File: src/rtl/bifrost_irqc.sv
// bifrost_irqc: interrupt controller for the 6502 bus.
// Syncs inputs, latches pending per mode, drives registered irq_n.
module bifrost_irqc #(
  parameter int CHANNELS = 8,
  parameter int SYNC_STAGES = 2,
  parameter logic [CHANNELS-1:0] ACTIVE_LOW = {CHANNELS{1'b1}}
) (
  input  logic                clock,
  input  logic                reset,
  input  logic                cs_n,
  input  logic                rw,
  input  logic [2:0]          addr,
  input  logic                wr_stb,
  input  logic [7:0]          data_in,
  output logic [7:0]          data_out,
  output logic                data_out_en,
  input  logic [CHANNELS-1:0] irq_in,
  output logic                irq_n,
  output logic [CHANNELS-1:0] irq_active
);

  typedef logic [CHANNELS-1:0] ch_t;

  ch_t sync_q [SYNC_STAGES];
  ch_t s;
  ch_t prev;
  ch_t pending;
  ch_t enable;
  ch_t mode;
  ch_t pend_nxt;
  ch_t clr;
  ch_t frc;
  ch_t act;
  ch_t wdat;
  logic wr;
  logic [7:0] vector;

  // Chain resets to the idle input level so nothing looks asserted.
  always_ff @(posedge clock) begin
    if (reset) begin
      for (int k = 0; k < SYNC_STAGES; k++)
        sync_q[k] <= ACTIVE_LOW;
    end else begin
      sync_q[0] <= irq_in;
      for (int k = 1; k < SYNC_STAGES; k++)
        sync_q[k] <= sync_q[k-1];
    end
  end

  assign s    = sync_q[SYNC_STAGES-1] ^ ACTIVE_LOW;
  assign wr   = wr_stb & ~cs_n & ~rw;
  assign wdat = data_in[CHANNELS-1:0];
  assign clr  = (wr && addr == 3'd1) ? wdat : '0;
  assign frc  = (wr && addr == 3'd5) ? wdat : '0;
  assign act  = pending & enable;

  // Edge channels: set terms dominate the W1C clear.
  assign pend_nxt = (~mode & s)
                  | (mode & ((s & ~prev) | frc
                  | (pending & ~clr)));

  always_ff @(posedge clock) begin
    if (reset) begin
      prev       <= '0;
      pending    <= '0;
      enable     <= '0;
      mode       <= '0;
      irq_active <= '0;
      irq_n      <= 1'b1;
    end else begin
      prev       <= s;
      pending    <= pend_nxt;
      irq_active <= act;
      irq_n      <= ~|act;
      if (wr && addr == 3'd2)
        enable <= wdat;
      if (wr && addr == 3'd3)
        mode <= wdat;
    end
  end

  always_comb begin
    vector = 8'h00;
    for (int i = CHANNELS - 1; i >= 0; i--)
      if (act[i])
        vector = {1'b1, 4'b0000, 3'(i)};
  end

  always_comb begin
    data_out = 8'h00;
    case (addr)
      3'd0:    data_out = 8'(s);
      3'd1:    data_out = 8'(pending);
      3'd2:    data_out = 8'(enable);
      3'd3:    data_out = 8'(mode);
      3'd4:    data_out = vector;
      default: data_out = 8'h00;
    endcase
  end

  assign data_out_en = ~cs_n & rw;

endmodule

File: config.mk
export PLATFORM = sky130hd
export DESIGN_NAME = bifrost_irqc
export DESIGN_NICKNAME = d
export VERILOG_FILES = /design/src/rtl/bifrost_irqc.sv
export SDC_FILE = /design/constraint.sdc
export NUM_CORES = 1
export LEC_CHECK = 0
export ABC_CLOCK_PERIOD_IN_PS = 3400
export BUFFER_PORTS_ARGS = -buffer_cell sky130_fd_sc_hd__buf_2
export CAP_MARGIN = 5
export CORE_ASPECT_RATIO = 2
export CORE_MARGIN = 5
export CORE_UTILIZATION = 39
export DETAILED_ROUTE_END_ITERATION = 16
export PLACE_DENSITY = 0.65
export RECOVER_POWER = 100
export SLEW_MARGIN = 20
export SYNTH_ARGS = -nofsm -noshare
export SYNTH_HDL_FRONTEND = slang
export SYNTH_SLANG_ARGS = --single-unit
File: constraint.sdc
create_clock -name clock -period 3.4 [get_ports clock]
set_input_delay 0.68 -clock clock [delete_from_list [all_inputs] [get_ports clock]]
set_output_delay 0.68 -clock clock [all_outputs]
set_load 0.01 [all_outputs]
After elaboration in Yosys (flattened, before gate mapping)

Memories as Yosys holds them, arrays and structs flattened.
Index checks and enable logic that the tools add are counted.

Flip-flop bits (word level): 41
Bits in writable memories: 16
Bits of input ports: 24
Output and inout port bits: 18
Logic and storage cells: 54
Memories kept: 1

Equality and inequality tests: 5
Mux-type cells: 16
Bitwise logic cells: 19
Reductions and logical operators: 7

Memory list:

| memory | depth | bits a word | rd ports | clocked after Yosys merged registers in | write ports | line | text |
|---|---|---|---|---|---|---|---|
| sync_q | 2     | 8           | 2        | 0                                       | 2           | 24   | `ch_t sync_q [SYNC_STAGES];` |

Operators with widths:

| kind                                                 | count |
|---|---|
| 2-to-1 mux 8 bit                                     | 12 |
| bitwise AND 8 bit                                    | 5 |
| one-hot mux 8 bit (5 select lines)                   | 1 |
| inverter 8 bit                                       | 4 |
| bitwise OR 8 bit                                     | 3 |
| OR reduction 8 bit                                   | 1 |
| equality test 3 x 2 -> 1 bit (second input constant) | 2 |
| equality test 3 bit (second input constant)          | 2 |
| logical AND 1 bit                                    | 4 |
| bitwise AND 1 bit                                    | 3 |
| equality test 3 x 1 -> 1 bit (second input constant) | 1 |
| zero test 3 bit                                      | 1 |
| 2-to-1 mux 1 bit                                     | 3 |
| inverter 1 bit                                       | 2 |
| bitwise OR 1 bit                                     | 2 |
| zero test 1 bit                                      | 1 |

Depth between registers and ports, before layout

Word-level depth: 10
Gate-level depth with buffers: 6
Mapped depth without buffers: 3

Worst setup path before layout

No wires, ideal clock.

Path type: input port to output port
From: input port addr[0]
To: output port data_out[2]
Arrival: 1.603 ns
Required time: 2.720 ns
Slack: 1.117 ns
Cell stages on the path: 4
Buffers on the path: 2
Cell sequence: buf_6 buf_6 mux4_2 o2bb2ai_1

Word-level cells in the longest chain between the ends: 2
Elaborated cells on any way between the ends: 6
Those cells by class: eq/ne: 4; mux: 1; reduce/logical: 1

RTL lines:

| item                                        | line | text |
|---|---|---|
| start, declared                             | 12   | `input logic [2:0] addr,` |
| equality test 3 bit (tied with other cells) | 91   | `case (addr)` |
| one-hot mux 8 bit (5 select lines) *        | 91   |  |
| end, declared                               | 15   | `output logic [7:0] data_out,` |

Mark *: on every way between the ends. The rest lies on a longest branch, timed or not.

==> results.md <==
- CTS Buf Count: 9
- Seq. cell area: 1140 um^2
- Resized cells post-CTS: 0
- Layout cell share with drive strength beyond 1: 0.223
- Post-synth top area cell: dfxtp_1
- Int Pwr: 0.00129 W
- Clock Latency Late Sink: 320 ps
- CP startpoint kind: primary input
- Vias per inst: about 5.3
- Switching power: 0.000343 W
- DP HPWL: between 4 and 5 mm
- Post-synth EDFFs: 0
- DRT antenna net count: 0
- Ports: between 40 and 50
- Leak: about 1.1 nW
- Fin nets: just over 300
- DR vias: between 1500 and 2000
- Rows: 40
- Worst setup startpoint: reset
- Clk sinks: 57
- Slew margin rel.: 0.175
- Max Buffers Root-to-Sink: 2
- Main combinational cell family by area after synthesis: simple AND/OR/NAND/NOR gates
- GPL Wtd Cong: ~0.85
- Synth area leaders: dfxtp_1 47%, mux4_2 5.6%, or2_2 4.1%, a211oi_1 3.7%, nand3_1 3.5%
- Met3 Use GR: 0.0563
- Yosys cell types: 39
- Total number of yosys warnings: 0
- Mux cell area share after synthesis: 0.0639
- Setup bufs post-CTS: 0
- Combinational share of power: 0.055
- Final TNS setup: 0 ps
- Syn Area/Cell: approximately 10 um^2
- Initial antenna violation count: 0
- Mapped Cells: roughly 250
- Top-count cell post-synth: dfxtp_1
- Maximum vdd drop: 0.269 mV
- H-Tree Depth: 3
- Slew Limit Fails: 0
- Final hold vios: 0
- Post-route setup slack: 736 ps
- Adder-Cell Fraction of Synth Area: 0
- RSZ-0062 raised after global routing: false
- Number of global-route vias before repair: 1916
- Tightest Pin Transition: 1240 ps
- Final cell count without fillers: roughly 380
- Classification of the worst setup path: in2reg
- Seq/Total Area, Yosys: 0.470
- Area grow syn2layout: 20.1%
- Final setup fails: 0
- Cell area power density: 560 nW/um^2
- Gr busiest metal: met2
- Routed WL: 5.77 mm
- Period utilisation layout: 0.784
- Worst Path Required: ~3600 ps
- Grt met1 use: 0.166
- Pre-CTS WS: slightly above 700 ps
- Critical Path AT: 2870 ps
- Post-synthesis simple-gate area fraction: 0.208
- R2R Path Start: pending[3]
- Startpoint of the worst hold path: sync_q[0][4]
- N_diodes: 0
- Fillers: 602
- Clk slew on worst S/H paths: ~50 ps
- Compound-Gate Fraction of Synth Area: 0.202
- First-pass GRT wire length: 9.23 mm
- Mapped Area: 2430 um^2
- Footprint of the multi-input gates: ~1100 um^2
- Fmax: around 380 MHz
- Status: completed
- Maximum number of pins on one net before global-route repair: 33
- Reg power frac: 0.426
- CTS hold repair buffers: 0
- Die area: 8000 um^2
- Hold Slack: 404 ps
- Post-synth top cells: 57 x dfxtp_1, 20 x nor2_1, 17 x nand3_1
- Worst Hold Class: reg2reg
- Root Driver: clkbuf_16
- Post-synthesis register bit count: 57
- Switching share of power: 0.210
- Area share of the largest cell type after synthesis: 0.470
- Met2 GRT Util: 0.259
- Die height: around 120 um
- Placed cells: 360
- Minimum clock period: approximately 2700 ps
- 1st-iter DRT viols: around 160
- GR Overflow Total: 0
- Worst Setup End Kind: flop
- Post-synth ARST share: 0
- Final Skew: around 3.4 ps
- Post-synth top flop: dfxtp_1
- Routed length per instance: 15.4 um
- Core ar.: 6060 um^2
- DIE WIDTH: roughly 66 um
- CTS tree: built
- Final routed DRC violation total: 0
- Maxcap violations: 0
- Starting density of the core: 0.401
- Drt pass-1 iters: 4
- Gr usage total: 0.155
- Clock Power Share: 0.519
- PortBufs: 41
- CP max FO: 32
- Xor/xnor share of the synthesized area: 0
- Post-Syn Nets: ~270
## kinds of logic (layout without fill, tap and decap cells)
group	count (synthesis)	count (layout)
buffers and inverters	25	68
muxes	8	8
and+or+nand+nor	86	86
DFF	57	57
AOI/OAI and AO/OA	73	73
## final timing paths
kind	end	slack, ps	cells past startpoint
setup / recovery	pending[1]	740	5
hold / removal	sync_q[0][12]	400	1
setup reg to reg	irq_n	2040	3
hold reg to reg	sync_q[0][12]	400	1
## cell usage in the layout (no fill, tap or decap), types with 2 or more instances in the layout
| cell type | instances |
|---|---|
| o21ai_1 | 9 |
| mux4_2 | 6 |
| clkinv_2 | 2 |
| nor2_1 | 20 |
| a21oi_1 | 16 |
| dfxtp_1 | 57 |
| nand3_1 | 17 |
| mux2i_1 | 2 |
| clkbuf_16 | 9 |
| a22o_1 | 5 |
| a311o_1 | 8 |
| nand3b_1 | 8 |
| a31oi_1 | 9 |
| or2_2 | 16 |
| o21ai_0 | 7 |
| buf_2 | 22 |
| clkbuf_8 | 4 |
| clkbuf_1 | 22 |
| nand2b_1 | 3 |
| a211oi_1 | 12 |
| inv_1 | 7 |
| nand2_1 | 8 |
| o2bb2ai_1 | 2 |
| and2_1 | 3 |
| nor2b_1 | 2 |
| buf_4 | 2 |
## registers in the layout, indices dropped and copies added, names as in the netlist
| name | count |
|---|---|
| sync_q | 16 |
| pending | 8 |
| irq_n | 1 |
| irq_active | 8 |
| enable | 8 |
| mode | 8 |
| prev | 8 |
## layout make-up
class,instances,area share
clock buffer,14,0.0973
tap,84,0.0360
sequential,57,0.391
timing repair buffer,45,0.0699
inverter,7,0.00901
clock inverter,2,0.00343
multi-input combinational,167,0.393
## power by group through the flow
stage	clock network (W)	logic [W]	registers [W]
2_1_floorplan	0	0.0000615	0.000705
6_report	0.000847	0.0000906	0.000695
4_1_cts	0.000869	0.0000952	0.000695
3_5_place_dp	0	0.0000947	0.000708
3_3_place_gp	0	0.0000929	0.000708
5_1_grt	0.000902	0.000100	0.000696
## routing by layer
metal / vias to the layer above / wire length, um
li1: 994 / -
met1: 935 / 2270
met5: - / 0
met2: 62 / 3090
met3: 4 / 357
met4: 0 / 58
## per-stage QoR
step | cell area, um^2 | utilization | power [W]
finish | 2920 | 0.482 | 0.00163
global route | 2920 | 0.482 | 0.00170
CTS | 2970 | 0.490 | 0.00166
detailed placement | 2670 | 0.441 | 0.000803
global placement | 2670 | 0.441 | 0.000800
floorplan | 2430 | - | 0.000766
## critical path, cell delays in order
cell and delay, ps:
clkbuf_1 590, clkbuf_1 980, nand3b_1 210, a31oi_1 50
a311o_1 350
(Power assumes the default switching activity.)
